$ cat src/rtl/tt06_pwm_pkg.sv
// tt06_pwm_pkg: shared constants and duty clamp for the PWM tile
// Exports PERIOD (cycles per PWM period, also the 100 % duty value),
// DC_W (duty input width) and clamp_dc() which saturates duty at PERIOD.
package tt06_pwm_pkg;
    localparam int PERIOD = 100;
    localparam int DC_W = 7;

    function automatic logic [DC_W-1:0] clamp_dc(input logic [DC_W-1:0] dc);
        return (dc > DC_W'(PERIOD)) ? DC_W'(PERIOD) : dc;
    endfunction
endpackage

$ cat src/rtl/pwm_period_counter.sv
// pwm_period_counter: modulo-PERIOD cycle counter with period-start strobe
// Ports:
//   clk   - rising-edge clock
//   reset - asynchronous active-high reset, forces cnt to 0
//   cnt   - current position in the period, 0..PERIOD-1
//   start - high while cnt == 0, i.e. the next edge begins a period
module pwm_period_counter
    import tt06_pwm_pkg::*;
(
    input  logic            clk,
    input  logic            reset,
    output logic [DC_W-1:0] cnt,
    output logic            start
);
    always_ff @(posedge clk or posedge reset) begin
        if (reset) cnt <= '0;
        else       cnt <= (cnt == DC_W'(PERIOD - 1)) ? '0 : cnt + DC_W'(1);
    end

    assign start = (cnt == '0);
endmodule

$ cat src/rtl/tt_um_tt06_pwm.sv
// tt_um_tt06_pwm: single-channel PWM with registered complementary output
// Ports:
//   clk      - rising-edge clock
//   reset    - asynchronous active-high reset, clears outputs at once
//   dc       - duty cycle in percent, values above PERIOD act as PERIOD
//   pwm_out  - registered PWM waveform
//   pwm_out1 - registered complement of pwm_out, 0 while in reset
module tt_um_tt06_pwm
    import tt06_pwm_pkg::*;
(
    input  logic            clk,
    input  logic            reset,
    input  logic [DC_W-1:0] dc,
    output logic            pwm_out,
    output logic            pwm_out1
);
    logic [DC_W-1:0] cnt;
    logic            start;
    logic [DC_W-1:0] dc_q;
    logic [DC_W-1:0] dc_clamp;
    logic [DC_W-1:0] dc_eff;
    logic            high;

    pwm_period_counter u_cnt (
        .clk   (clk),
        .reset (reset),
        .cnt   (cnt),
        .start (start)
    );

    // The fresh duty is used directly on the period-start edge so the
    // first cycle of a period already reflects the newly sampled value.
    assign dc_clamp = clamp_dc(dc);
    assign dc_eff   = start ? dc_clamp : dc_q;
    assign high     = (cnt < dc_eff);

    always_ff @(posedge clk or posedge reset) begin
        if (reset) begin
            dc_q     <= '0;
            pwm_out  <= 1'b0;
            pwm_out1 <= 1'b0;
        end else begin
            if (start) dc_q <= dc_clamp;
            pwm_out  <= high;
            pwm_out1 <= !high;
        end
    end
endmodule

$ cat config.mk
export PLATFORM = sky130hd
export DESIGN_NAME = tt_um_tt06_pwm
export DESIGN_NICKNAME = d
export VERILOG_FILES = /design/src/rtl/tt06_pwm_pkg.sv /design/src/rtl/pwm_period_counter.sv /design/src/rtl/tt_um_tt06_pwm.sv
export SDC_FILE = /design/constraint.sdc
export NUM_CORES = 1
export LEC_CHECK = 0
export CORE_AREA = 2 2 41 43
export CTS_CLUSTER_DIAMETER = 60
export DETAILED_ROUTE_END_ITERATION = 8
export DIE_AREA = 0 0 43 45
export DONT_BUFFER_PORTS = 1
export GPL_ROUTABILITY_DRIVEN = 1
export GPL_TIMING_DRIVEN = 0
export PLACE_DENSITY_LB_ADDON = 0.08
export REMOVE_ABC_BUFFERS = 1
export SYNTH_ARGS = -nofsm -noshare
export SYNTH_HDL_FRONTEND = slang
export SYNTH_SLANG_ARGS = --single-unit
$ cat constraint.sdc
create_clock -name clk -period 6.6 [get_ports clk]
set_input_delay 1.98 -clock clk [delete_from_list [all_inputs] [get_ports clk]]
set_output_delay 1.98 -clock clk [all_outputs]
set_load 0.05 [all_outputs]
==> impl_metrics.csv <==
group,metric,value,unit
floorplanning,rows,14,
clock_network,cts_max_level,1,
timing,fin_setup_tns,0,ns
worst_setup_path,cp_max_fo,2,
global_route,grt_max_degree,17,
synth,synth_edf_count,0,
global_route,grt_pass1_wl,2.73,mm
synth,ys_async_sr_fraction,1.00,
synth,synth_seq_cells,16,
worst_setup_path,setup.worst_path.class,"in2reg",
synth,syn_inst,94,
outcome,outcome,"complete, no violations",
synth,netlist_area,912,um2
timing,grt_setup_unrepaired,"no",
routing,drtAntennaViolNets,0,
synth,syn_area_per_cell,9.70,um2
cells_and_area,antennaDiodeCount,0,
floorplanning,die_h,45,um
cells_and_area,fillers,129,
power,power.density,181,nW/um2
global_route,grt_usage,0.193,
clock_network,clock_latency,0.28,ns
cells_and_area,area_growth,2.06,%
global_route,gr-total-overflow,0,
global_route,grt_pass1_vias,640,
timing,max_freq,292,MHz
cells_and_area,drive_gt1_frac,0.0532,
placement,place.port_buffers,0,
synth,synth_cell_types,33,
cells_and_area,final_util,0.633,
worst_setup_path,arrival,3.58,ns
flow_run,drv_cap,0,
timing,setup_viol,0,
clock_network,path_clk_slew,0.08,ns
clock_network,root_buffer,"clkbuf_4",
floorplanning,fp.coreArea,1470,um2
placement,dp.cells,107,
timing,finalClockSkew,0.00106,ns
clock_network,cts_sinks,16,
clock_network,cts_hold_buf,0,
clock_network,cts_buffer_depth,2,
synth,ys_seq_area_frac,0.439,
global_route,antenna_found_initial,0,
placement,post-dp-hpwl,1.17,mm
clock_network,cts_tree,"yes",
worst_setup_path,ff2ff_path_depth,10,
synth,yosysWarnings,0,
routing,wl,1.53,mm
cells_and_area,final_nets,112,
routing,drt_pass1_iterations,4,
floorplanning,die_area,1940,um2
min_path,holdPathStages,2,
floorplanning,start_util,0.620,
clock_network,cts_resized,0,
placement,place_ws,2.90,ns
worst_setup_path,crit_path_end_kind,"register",
timing,slew_violations,0,
clock_network,cts_setup_buffers,0,
timing,fin_crit_sh,0.519,
routing,via_per_inst,5.94,
power,ir_drop,129,uV
power,p_leak,0.000403,uW
timing,slew_headroom,0.588,
synth,synth_ff_type,"dfrtp_1",
cells_and_area,finalNonFillerCells,110,
timing,worst_slack,3.18,ns
timing,hold_viol,0,
timing,tightest_slew,0.618,ns
routing,drcViolationCount,0,
clock_network,cts_buffers,3,
routing,routedWlPerCell,13.9,um
timing,finalCriticalPeriod,3.42,ns
min_path,holdCritPathClass,"reg2reg",
worst_setup_path,required,6.75,ns
routing,vias,653,
floorplanning,pin_count,11,
floorplanning,die_w,43,um
worst_setup_path,worstSetupStartpointType,"input pin",
routing,first_iter_violations,14,
placement,routabilityCongestion,0.832,
-- per-layer routing --
metal / vias to the layer above / GRT usage / routed length, um
li1: 341 / - / -
met1: 299 / 0.267 / 760
met2: 9 / 0.297 / 708
met3: 4 / 0.0240 / 37
met4: 0 / 0.109 / 19
met5: - / 0 / 0
-- power breakdown --
| part | internal, uW | total (uW) | switching [uW] |
|---|---|---|---|
| Sequential | 101 | 106 | 4.91 |
| Combinational | 5.33 | 13.1 | 7.73 |
| Clock | 21.1 | 48.8 | 27.6 |
-- worst max-delay path: stages --
cell and delay (ns):
nor3_1 0.25, nor2_1 0.10, nor2_1 0.13, o21a_1 0.13
ha_1 0.23, a2111oi_0 0.39, a21boi_1 0.26, o31ai_1 0.11
-- area by class of cell --
cell class | count | area [um2] | share of cell area
multi-input combinational | 71 | 473 | 0.508
clock buffer | 3 | 22.5 | 0.0242
inverter | 4 | 15.0 | 0.0161
sequential | 16 | 400 | 0.430
tap | 16 | 20.0 | 0.0215
-- flip-flops by register name (all words and copies together) (netlist names) --
signal     cells
u_cnt.cnt      7
pwm_out        1
pwm_out1       1
dc_q           7
-- per-stage QoR --
stage / hold slack, ns / power (uW) / area (um2)
finish: 0.481 / 168 / 931
global placement: 0.459 / 121 / 908
floorplan: 0.443 / 119 / 888
CTS: 0.487 / 171 / 931
global route: 0.519 / 176 / 931
detailed placement: 0.467 / 122 / 908
-- Yosys cell counts, types with 2 or more instances --
library cell	n	area share
nor3_1	2	0.011
ha_1	7	0.096
o21ai_0	7	0.038
nand2_1	10	0.041
a21oi_1	2	0.011
a31oi_1	2	0.014
xnor2_1	4	0.038
nand2b_1	3	0.021
nor2_1	8	0.033
inv_1	4	0.016
nand3_1	6	0.033
dfrtp_1	16	0.44
o21a_1	3	0.025
-- cell families after synthesis --
group,Yosys count,synth area share
AO/OA/AOI/OAI,24,0.174
buffers and inverters,7,0.0425
adder cells (fa/ha/maj),7,0.0960
flip-flops,16,0.439
AND/OR/NAND/NOR,35,0.199
XOR/XNOR,4,0.0384
multiplexers,1,0.0110
-- cells in the final DEF (no fill, tap or decap), types with 2 or more instances in the layout --
| cell | n |
|---|---|
| a31oi_1 | 2 |
| nand3_1 | 6 |
| xnor2_1 | 4 |
| o21ai_0 | 7 |
| o21a_1 | 3 |
| clkbuf_4 | 3 |
| nand2_1 | 10 |
| nor3_1 | 2 |
| inv_1 | 4 |
| a21oi_1 | 2 |
| nand2b_1 | 3 |
| nor2_1 | 8 |
| dfrtp_1 | 16 |
| ha_1 | 7 |
-- final timing paths --
check	start	end	slack, ns
setup / recovery	dc[2]	pwm_out1	3.18
hold / removal	dc_q[2]	dc_q[2]	0.48
hold reg to reg	dc_q[2]	dc_q[2]	0.48
max in group asynchronous	reset	u_cnt.cnt[1]	4.55
min in group asynchronous	reset	dc_q[2]	1.66
setup reg to reg	u_cnt.cnt[0]	pwm_out1	3.68
Power figures use the tool's default switching activity.
